$ cat config.mk
export PLATFORM = sky130hd
export DESIGN_NAME = pixel_stream_packer
export DESIGN_NICKNAME = d
export VERILOG_FILES = /design/src/rtl/pixel_stream_packer.sv
export SDC_FILE = /design/constraint.sdc
export NUM_CORES = 1
export LEC_CHECK = 0
export ABC_AREA = 1
export BUFFER_PORTS_ARGS = -buffer_cell sky130_fd_sc_hd__buf_2
export CAP_MARGIN = 10
export CORE_MARGIN = 2
export CORE_UTILIZATION = 55
export DETAILED_ROUTE_END_ITERATION = 10
export GPL_TIMING_DRIVEN = 1
export PLACE_DENSITY = 0.74
export SETUP_SLACK_MARGIN = 0.4
export SYNTH_ARGS = -nofsm -noshare
export SYNTH_HDL_FRONTEND = slang
export SYNTH_SLANG_ARGS = --single-unit
$ cat constraint.sdc
create_clock -name aclk -period 10.1 [get_ports aclk]
set_input_delay 0.505 -clock aclk [delete_from_list [all_inputs] [get_ports aclk]]
set_output_delay 0.505 -clock aclk [all_outputs]
set_load 0.03 [all_outputs]
$ cat src/rtl/pixel_stream_packer.sv
// pixel_stream_packer: packs PPB RGB pixels per AXI-Stream beat. A line end
// flushes a partial beat with its unused lanes masked in tkeep. Completed beats
// wait in a DEPTH-entry FIFO, so the pixel source can keep pushing one pixel
// per cycle while the downstream DMA applies backpressure.
module pixel_stream_packer #(
  parameter int PPB   = 2,
  parameter int DEPTH = 4
) (
  input  logic                 aclk,
  input  logic                 aresetn,
  input  logic [7:0]           r,
  input  logic [7:0]           g,
  input  logic [7:0]           b,
  input  logic                 valid,
  input  logic                 sof,
  input  logic                 eol,
  output logic                 in_stream_ready,
  output logic [32*PPB-1:0]    out_stream_tdata,
  output logic [4*PPB-1:0]     out_stream_tkeep,
  output logic                 out_stream_tlast,
  output logic                 out_stream_tuser,
  output logic                 out_stream_tvalid,
  input  logic                 out_stream_tready,
  output logic                 resync_drop
);

  localparam int LANE_W = (PPB > 1) ? $clog2(PPB) : 1;
  localparam int PTR_W  = $clog2(DEPTH);
  localparam int CNT_W  = PTR_W + 1;
  localparam logic [LANE_W-1:0] LAST_LANE = LANE_W'(PPB - 1);

  typedef struct packed {
    logic [32*PPB-1:0] data;
    logic [4*PPB-1:0]  keep;
    logic              last;
    logic              user;
  } beat_t;

  // Accumulator for the beat currently being built
  logic [32*PPB-1:0] acc_data_q, acc_data_d;
  logic              acc_user_q, acc_user_d;
  logic [LANE_W-1:0] lane_idx_q, lane_idx_d;
  logic              resync_drop_q, resync_drop_d;

  // Completed-beat FIFO
  beat_t             mem_q [DEPTH];
  logic [PTR_W-1:0]  wr_ptr_q, wr_ptr_d;
  logic [PTR_W-1:0]  rd_ptr_q, rd_ptr_d;
  logic [CNT_W-1:0]  count_q, count_d;

  logic              input_fire;
  logic              push;
  logic              pop;
  beat_t             push_beat;
  beat_t             head;

  // Working values for the pixel accepted this cycle
  logic [LANE_W-1:0] eff_lane;
  logic [32*PPB-1:0] base_data;
  logic              base_user;
  logic [32*PPB-1:0] new_data;
  logic              new_user;

  // Ready depends only on FIFO occupancy, never on tready in the same cycle
  assign in_stream_ready = (count_q != CNT_W'(DEPTH));
  assign input_fire      = valid && in_stream_ready;
  assign pop             = (count_q != '0) && out_stream_tready;

  // Place the incoming pixel into its lane and decide whether the beat closes
  always_comb begin
    // NOTE: every variable written in this block gets a default first, so no
    // path can leave one unassigned and infer a latch.
    acc_data_d    = acc_data_q;
    acc_user_d    = acc_user_q;
    lane_idx_d    = lane_idx_q;
    resync_drop_d = 1'b0;
    push          = 1'b0;
    push_beat     = '0;
    eff_lane      = lane_idx_q;
    base_data     = acc_data_q;
    base_user     = acc_user_q;
    new_data      = '0;
    new_user      = 1'b0;

    if (input_fire) begin
      // A frame start in the middle of a beat means the previous line lost its
      // eol; throw the partial beat away and restart at lane 0.
      if (sof && (lane_idx_q != '0)) begin
        resync_drop_d = 1'b1;
        eff_lane      = '0;
        base_data     = '0;
        base_user     = 1'b0;
      end

      new_data = base_data;
      for (int k = 0; k < PPB; k++) begin
        if (LANE_W'(k) == eff_lane) new_data[32*k +: 32] = {8'h00, r, g, b};
      end
      new_user = base_user | sof;

      if ((eff_lane == LAST_LANE) || eol) begin
        push           = 1'b1;
        push_beat.data = new_data;
        for (int k = 0; k < PPB; k++) begin
          push_beat.keep[4*k +: 4] = (LANE_W'(k) <= eff_lane) ? 4'hF : 4'h0;
        end
        push_beat.last = eol;
        push_beat.user = new_user;
        acc_data_d     = '0;
        acc_user_d     = 1'b0;
        lane_idx_d     = '0;
      end else begin
        acc_data_d = new_data;
        acc_user_d = new_user;
        lane_idx_d = eff_lane + 1'b1;
      end
    end
  end

  // FIFO pointer and occupancy update; pointers wrap naturally at DEPTH
  always_comb begin
    wr_ptr_d = wr_ptr_q + PTR_W'(push);
    rd_ptr_d = rd_ptr_q + PTR_W'(pop);
    count_d  = count_q + CNT_W'(push) - CNT_W'(pop);
  end

  // Control and accumulator state
  always_ff @(posedge aclk or negedge aresetn) begin
    // NOTE: sequential state uses non-blocking assignments so every flop
    // samples pre-edge values regardless of statement order.
    if (!aresetn) begin
      acc_data_q    <= '0;
      acc_user_q    <= 1'b0;
      lane_idx_q    <= '0;
      resync_drop_q <= 1'b0;
      wr_ptr_q      <= '0;
      rd_ptr_q      <= '0;
      count_q       <= '0;
    end else begin
      acc_data_q    <= acc_data_d;
      acc_user_q    <= acc_user_d;
      lane_idx_q    <= lane_idx_d;
      resync_drop_q <= resync_drop_d;
      wr_ptr_q      <= wr_ptr_d;
      rd_ptr_q      <= rd_ptr_d;
      count_q       <= count_d;
    end
  end

  // FIFO storage write
  always_ff @(posedge aclk) begin
    // NOTE: the storage array has no reset; the output mux below forces zeros
    // whenever the FIFO is empty, so stale contents are never visible.
    if (push) mem_q[wr_ptr_q] <= push_beat;
  end

  // Present the FIFO head, zeroed when nothing is stored
  always_comb begin
    head              = mem_q[rd_ptr_q];
    out_stream_tvalid = (count_q != '0);
    out_stream_tdata  = out_stream_tvalid ? head.data : '0;
    out_stream_tkeep  = out_stream_tvalid ? head.keep : '0;
    out_stream_tlast  = out_stream_tvalid && head.last;
    out_stream_tuser  = out_stream_tvalid && head.user;
  end

  assign resync_drop = resync_drop_q;

endmodule
==> run summary, run 1 <==
initial DRC count - 953
Worst Path Buf+Inv - 3
HP Class - primary input to flop
largest net degree at the start of global routing - 92
setup TNS - 0 ns
Post-Syn Area - 15,300 um2
P per Cell Area - 307 nW/um2
sequential-to-total area share from yosys stat - 65.6%
IR Drop Worst-Case VDD - 0.000153 V
WL/cell - 16.6 um
P_leak - 7.53 nW
final-report setup violation count - 0
Crit Path Max Fanout - 88
CP endpoint kind - output pin
share of cells above drive strength 1 - 11.5%
dominant cell type by area after synthesis - edfxtp_1
Crit Path Category - flop to output pin
post-route setup slack - 6.12 ns
TritonCTS clock tree - yes
CP max stage delay - 0.88 ns
I/O pins - 107
CP cell instances - inv_4 -> buf_4 -> nand2_1 -> nand2_1 -> nand2_1 -> a21oi_1 -> buf_2
most numerous cell in the Yosys netlist - nand2_1
Layout area overhead - 12.1%
Final Hold Fails - 0
post-synthesis compound-gate area fraction - 5.02%
Worst-path clk slew - 0.06 ns
Synth Instances - 1,583
DR pass1 iterations - 5
Synth Area in XOR/XNOR - 0.229%
Netlist cell types - 27
clk_lat worst skew - 0.52 ns
vias in the first global route - 10,400
# clock sinks - 346
CP startpoint kind - flop
CP dominant cell by count - nand2_1
CTS buffer count - 37
Final Skew - 0.0126 ns
synthesis warning total - 0
Post-synth top cells - 577 x nand2_1, 272 x edfxtp_1, 179 x inv_1
flops & latches, synth - 346
final cycle utilization of the critical path - 39.4%
Syn Area/Cell - 9.65 um2
slew margin rel. - 25.7%
CP required - 9.60 ns
outcome - finished clean
Reg2Reg Setup Slack - 6.73 ns
CTS Buffer Depth - 3
Max-cap violations - 0
Final min period - 3.98 ns
# Post-CTS Setup Buffers - 0
Critical-path top delay cell - buf_4
H-tree depth - 2
share of the synthesized area in the top cell type - 53.5%
Congestion Overflow GR - 0
DIE AREA - 29,100 um2
post-synthesis mux area share - 0%
Via Count - 10,800
arrival time worst endpoint - 3.48 ns
Final Net Count - 1,681
CTS root buffer - clkbuf_16
CP delay by family, top - buffers and inverters
Starting Density - 56.3%
syn_nets - 1,616
Slew Limit Fails - 0
number of port buffers - 106
Rows - 60
Via density - 5.29
Detail Route Antenna Nets - 0
Tot GR Track Use - 23.8%
number of flops mapped to enable cells by yosys - 272
maximum clock frequency - 251 MHz
DP HPWL - 19,300 um
post-route insts no fill - 2,047
final instance area - 17,100 um2
RSZ-0062 raised after global routing - false
Synth Area in Simple Gates - 21.2%
pre-CTS setup slack - 6.69 ns
first-pass GRT wire length - 53,900 um
Die H - 171 um
dominant cells by area after synthesis - edfxtp_1 53%, nand2_1 14%, dfrtp_1 12%
Post-synth ARST share - 21.4%
largest family of logic cells by synthesized area - simple AND/OR/NAND/NOR gates
Post-Route WL - 34,000 um
Worst-Margin Slew - 1.11 ns
Adder-Cell Fraction of Synth Area - 0.295%
fill count - 2,110
initial antenna violation count - 0
placed inst area - 16,000 um2
ys flop type - edfxtp_1
DRC viols - 0
Cells after DPL - 1,980
die width - 171 um
routability cong. - 0.863
core area - 27,100 um2
==> sequential cells by signal, indices dropped and copies added (netlist names) <==
| name | count |
|---|---|
| acc_data_q | 64 |
| rd_ptr_q | 2 |
| acc_user_q | 1 |
| resync_drop | 1 |
| mem_q | 272 |
| wr_ptr_q | 2 |
| lane_idx_q | 1 |
| count_q | 3 |
==> kinds of logic (layout without fill, tap and decap cells) <==
kind of cell,Yosys count,count (layout)
AO/OA/AOI/OAI,151,151
adder cells (fa/ha/maj),3,3
buffers and inverters,281,372
AND/OR/NAND/NOR,798,798
XOR/XNOR,4,4
other,0,1
flip-flops,346,346
==> worst register-to-register path, stage by stage (launching register included) <==
cell     delay (ns)
dfrtp_1        0.94
nand2_1        0.16
nand2_1        0.14
nand3_2        0.22
nor2_4         0.83
buf_4          0.68
==> cells in the final DEF, fill, tap and decap left out, drive strengths merged, types with 9 or more instances in the layout <==
cell | synthesis | final
inv | 183 | 182
o21ai | 57 | 57
nand4 | 9 | 9
edfxtp | 272 | 272
nand3 | 151 | 151
buf | 58 | 122
clkinv | 1 | 12
a21oi | 94 | 94
nor2 | 58 | 58
dfrtp | 74 | 74
nand2 | 580 | 580
clkbuf | 39 | 54
==> repair_timing <==
action / in CTS / in global routing
endpoints found under the setup margin: 0 / 0
endpoints found under the hold margin: 9 / 0
hold buffers: 1 / 0
gates resized for setup: 0 / 0
==> stage by stage <==
step | hold WS (ns) | util [%] | total power [mW]
after floorplan | 0.209 | - | 3.46
after global placement | 0.341 | 58.9 | 3.98
after detailed placement | 0.344 | 58.9 | 4.01
after CTS | 0.291 | 63.2 | 5.30
after global routing | 0.292 | 63.2 | 5.54
final | 0.297 | 63.2 | 5.25
==> area by class of cell <==
class                           instances  area (um2)  area share (%)
Inverter                              184         698            4.08
Tap cell                              372         465            2.72
Sequential cell                       346       10000            58.6
Timing Repair Buffer                  123         663            3.87
Clock buffer                           54        1070            6.26
Antenna cell                            1        2.50          0.0146
Clock inverter                         11        75.1           0.439
Multi-Input combinational cell        956        4120            24.1
==> per-layer routing <==
layer	vias up	global-route usage, %	part of all wire (%)	routed length, um
met3	55	3.84	6.8	2300
li1	5246	-	-	-
met5	-	0	0	0
met2	372	40.8	50	16900
met4	0	7.02	2.2	735
met1	5164	31.5	41	14100
==> report_power, final <==
group          internal (mW)  total (mW)  switching (mW)  leakage, nW
sequential              1.80        1.92           0.117         3.49
combinational          0.519        2.06            1.54         3.47
clock                  0.758        1.28           0.521        0.567
total                   3.08        5.25            2.18         7.53
==> final timing paths <==
check,from,end,cells after the start
setup / recovery,rd_ptr_q[0]$_DFF_PN0_,out_stream_tdata[3],7
hold / removal,out_stream_tready,rd_ptr_q[1]$_DFF_PN0_,3
setup reg to reg,lane_idx_q$_DFFE_PN0P_,mem_q[0][55]$_DFFE_PP_,5
hold reg to reg,acc_data_q[46]$_DFFE_PN0P_,acc_data_q[46]$_DFFE_PN0P_,2
max in group asynchronous,aresetn,rd_ptr_q[0]$_DFF_PN0_,3
min in group asynchronous,aresetn,acc_data_q[14]$_DFFE_PN0P_,2
Note: power is estimated with default switching activity, not from simulation.
==> run 2: changes to the inputs <==
PLACE_DENSITY = 0.77   (was 0.74)
clock period = 3.6 ns   (was 10.1 ns; I/O delays follow)
==> run summary, run 2 (same netlist as run 1, synthesis figures left out) <==
arrival time worst endpoint - 2.77 ns
slew margin rel. - 21.9%
CP delay by family, top - flip-flops
DP HPWL - 20,600 um
HP Class - primary input to flop
Crit Path Category - flop to output pin
final cycle utilization of the critical path - 82.0%
most common cell after layout, fill and taps aside - nand2_1
CP required - 3.42 ns
Slew Limit Fails - 0
Regs by FF count - mem_q x272, acc_data_q x64, count_q x3
Total Power - 14.8 mW
final-report setup violation count - 0
Worst-Margin Slew - 1.17 ns
Post-Route WL - 35,000 um
TritonCTS clock tree - yes
CTS buffer count - 35
Final min period - 2.95 ns
Tot GR Track Use - 24.6%
Critical-path top delay cell - dfrtp_4
Worst-path clk slew - 0.06 ns
clk_lat worst skew - 0.52 ns
CP cell instances - inv_6 -> nand2_1 -> nand3_1 -> a21oi_1 -> buf_2
# clock sinks - 346
Worst Path Buf+Inv - 2
Starting Density - 56.3%
maximum clock frequency - 339 MHz
core area - 27,100 um2
routability cong. - 0.814
P per Cell Area - 854 nW/um2
Die H - 171 um
outcome - finished clean
WL/cell - 16.9 um
Top reg by flops - mem_q
IR Drop Worst-Case VDD - 0.000449 V
DR pass1 iterations - 6
CP max stage delay - 0.85 ns
Via density - 5.35
P_leak - 7.64 nW
commonest non-fill, non-tap cells in the layout - 577 x nand2_1, 272 x edfxtp_1, 178 x inv_1
Via Count - 11,100
share of cells above drive strength 1 - 11.7%
DRC viols - 0
CP endpoint kind - output pin
RSZ-0062 raised after global routing - false
Final Skew - 0.0181 ns
die width - 171 um
setup TNS - 0 ns
initial antenna violation count - 1
Crit Path Max Fanout - 61
DIE AREA - 29,100 um2
CTS root buffer - clkbuf_16
I/O pins - 107
CTS Buffer Depth - 3
Final Net Count - 1,705
largest net degree at the start of global routing - 70
pre-CTS setup slack - 1.08 ns
H-tree depth - 2
CP startpoint kind - flop
Rows - 60
max FFs per register - 272
initial DRC count - 1,043
Detail Route Antenna Nets - 0
post-route setup slack - 0.649 ns
Congestion Overflow GR - 0
number of port buffers - 106
first-pass GRT wire length - 55,500 um
Final Hold Fails - 0
Max-cap violations - 0
vias in the first global route - 10,600
Layout area overhead - 13.7%
run 2: final timing paths:
path / from / to / slack [ns] / cells after the start
setup / recovery: rd_ptr_q[0]$_DFF_PN0_ / out_stream_tkeep[3] / 0.65 / 5
hold / removal: r[4] / acc_data_q[20]$_DFFE_PN0P_ / 0.01 / 3
setup reg to reg: count_q[1]$_DFF_PN0_ / count_q[2]$_DFF_PN0_ / 1.28 / 8
hold reg to reg: acc_data_q[37]$_DFFE_PN0P_ / acc_data_q[37]$_DFFE_PN0P_ / 0.48 / 2
max in group asynchronous: aresetn / acc_data_q[2]$_DFFE_PN0P_ / 2.52 / 3
min in group asynchronous: aresetn / acc_data_q[51]$_DFFE_PN0P_ / 0.24 / 2
run 2: tightest hold or removal path: stages:
cell and delay, ns:
buf_2 0.13, nand3_1 0.08, o21ai_0 0.09
run 2: repair_timing:
action	in CTS	in global routing
hold endpoints to repair	67	0
hold buffers	17	0
resized for setup	0	1
buffers inserted	0	0
setup endpoints to repair	0	11
run 2: power breakdown:
part / total, mW / internal (mW) / leakage [nW] / switching [mW]
logic: 5.96 / 1.54 / 3.60 / 4.43
registers: 5.36 / 5.05 / 3.49 / 0.309
clock network: 3.50 / 2.09 / 0.543 / 1.41
run 2: stage by stage:
stage          area, um2  hold WS, ns  cells  utilization (%)
2_1_floorplan      15300       -0.116   1583                -
3_3_place_gp       16100        0.263   1990             59.3
3_5_place_dp       16100        0.257   1990             59.3
4_1_cts            17400      0.00144   2070             64.0
5_1_grt            17400       0.0148   2070             64.0
6_report           17400       0.0128   2071             64.0
run 2: area by class of cell:
type / count / area, um2
Inverter: 184 / 698
Antenna cell: 1 / 2.50
Fill cell: 2081 / 9740
Timing Repair Buffer: 149 / 936
Clock inverter: 10 / 95.1
Sequential cell: 346 / 10000
Multi-Input combinational cell: 956 / 4120
Clock buffer: 53 / 1020
Tap cell: 372 / 465
run 2: layer usage:
layer	track usage (%)	routed length [um]	vias up
met4	8.84	1020	0
met1	32.1	14000	5235
met3	4.28	2760	79
li1	-	-	5296
met2	41.6	17300	478
met5	0	0	-
==> run 3: changes to the inputs <==
clock period = 2.5 ns   (was 3.6 ns; I/O delays follow)
==> run summary, run 3 (same netlist as run 1, synthesis figures left out) <==
first-pass GRT wire length - 61,500 um
Crit Path Category - flop to output pin
DP HPWL - 20,400 um
Slew Limit Fails - 0
Met3 Wirelength - 4330 um
M1 WL - 15,600 um
WP depth - 8
CP delay by family, top - buffers and inverters
Via density - 5.63
HP Class - primary input to flop
I/O pins - 107
Worst Path Buf+Inv - 4
final hold slack - 0.195 ns
largest net degree at the start of global routing - 70
commonest non-fill, non-tap cells in the layout - 527 x nand2_1, 272 x edfxtp_1, 178 x inv_1
CP max stage delay - 0.52 ns
Starting Density - 56.3%
Tot GR Track Use - 27.7%
Detail Route Antenna Nets - 0
Final Net Count - 1,762
CTS Buffer Depth - 3
DRC viols - 0
CP required - 2.38 ns
R2R depth - 9
post-route setup slack - 0.340 ns
CP endpoint kind - output pin
Final Skew - 0.0222 ns
fill count - 1,753
Crit Path Max Fanout - 8
initial antenna violation count - 0
IR Drop Worst-Case VDD - 0.000877 V
Critical-path top delay cell - dfrtp_4
Max-cap violations - 0
WL/cell - 20.3 um
vias in the first global route - 11,700
Top reg by flops - mem_q
CTS root buffer - clkbuf_16
Met2 Wirelength - 21,400 um
Worst-Margin Slew - 0.931 ns
die width - 171 um
DR pass1 iterations - 5
setup TNS - 0 ns
Regs by FF count - mem_q x272, acc_data_q x64, count_q x3
Post-Route WL - 43,200 um
Via Count - 12,000
Final Hold Fails - 0
Cells after DPL - 1,996
routability cong. - 0.830
Worst-path clk slew - 0.05 ns
P per Cell Area - 1330 nW/um2
n_diodes - 0
CP cell instances - buf_12 -> clkinv_16 -> buf_16 -> nand2_1 -> nand2_1 -> nand2_1 -> a21oi_2 -> buf_6
P_leak - 8.39 nW
Congestion Overflow GR - 0
CP dominant cell by count - nand2_1
most common cell after layout, fill and taps aside - nand2_1
TritonCTS clock tree - yes
clk_lat worst skew - 0.52 ns
final-report setup violation count - 0
max layer used - met4
RSZ-0062 raised after global routing - true
Layout area overhead - 27.1%
Total Power - 25.9 mW
outcome - finished clean
CP startpoint kind - flop
post-route insts no fill - 2,128
core area - 27,100 um2
final cycle utilization of the critical path - 86.4%
Hold Crit Depth - 5
max FFs per register - 272
DIE AREA - 29,100 um2
CTS buffer count - 36
initial DRC count - 1,192
number of port buffers - 106
# clock sinks - 346
Rows - 60
slew margin rel. - 38.0%
Die H - 171 um
maximum clock frequency - 463 MHz
Final min period - 2.16 ns
share of cells above drive strength 1 - 20.6%
arrival time worst endpoint - 2.04 ns
pre-CTS setup slack - 0.475 ns
H-tree depth - 2
[run 3: changes by cell type in the layout (fill, tap and decap cells not counted), sizes merged]
cell,delta
bufbuf,+1
clkbuf,+12
bufinv,-1
buf,+34
inv,+3
diode,-1
dlygate4sd3,+9
[run 3: tightest hold or removal path, stage by stage]
cell	delay [ns]
buf_2	0.15
nand3_4	0.10
nand2_1	0.08
nand2_1	0.08
ha_1	0.12
[run 3: layout make-up]
cell class	instances	area (um2)	share of cell area [%]
sequential	346	10000	51.7
multi-input combinational	956	4640	23.9
timing repair buffer	203	2410	12.4
clock buffer	55	1010	5.22
inverter	184	727	3.75
tap	372	465	2.40
clock inverter	10	82.6	0.426
timing repair inverter	2	38.8	0.200
[run 3: per-layer routing]
metal	global-route usage, %	up-vias
met5	0	-
met4	11.4	0
met3	5.30	139
met2	46.8	706
met1	35.4	5709
li1	-	5433
[run 3: what timing repair did]
item / CTS / global route
pin swaps: 12 / 51
hold endpoints to repair: 92 / 0
gates cloned: 12 / 12
hold buffers: 26 / 0
setup buffers: 9 / 8
gates resized for setup: 140 / 182
endpoints found under the setup margin: 74 / 68
[run 3: worst paths after layout]
path / from / to / slack, ns
setup / recovery: rd_ptr_q[0]$_DFF_PN0_ / out_stream_tdata[20] / 0.34
hold reg to reg: acc_data_q[47]$_DFFE_PN0P_ / acc_data_q[47]$_DFFE_PN0P_ / 0.48
setup reg to reg: count_q[1]$_DFF_PN0_ / count_q[2]$_DFF_PN0_ / 0.42
max in group asynchronous: aresetn / acc_data_q[30]$_DFFE_PN0P_ / 1.49
min in group asynchronous: aresetn / acc_data_q[51]$_DFFE_PN0P_ / 0.30
hold / removal: valid / count_q[0]$_DFF_PN0_ / 0.20
[run 3: report_power, final]
group	switching, mW	internal, mW	total, mW	leakage [nW]
clock	2.13	2.91	5.04	0.533
sequential	0.353	7.27	7.62	3.49
combinational	8.24	4.97	13.2	4.37
[run 3: metrics by stage]
step	instance area [um2]	utilization, %
floorplan	15300	-
global route	19400	71.6
finish	19400	71.6
CTS	18500	68.2
global placement	16300	60.0
detailed placement	16300	60.0
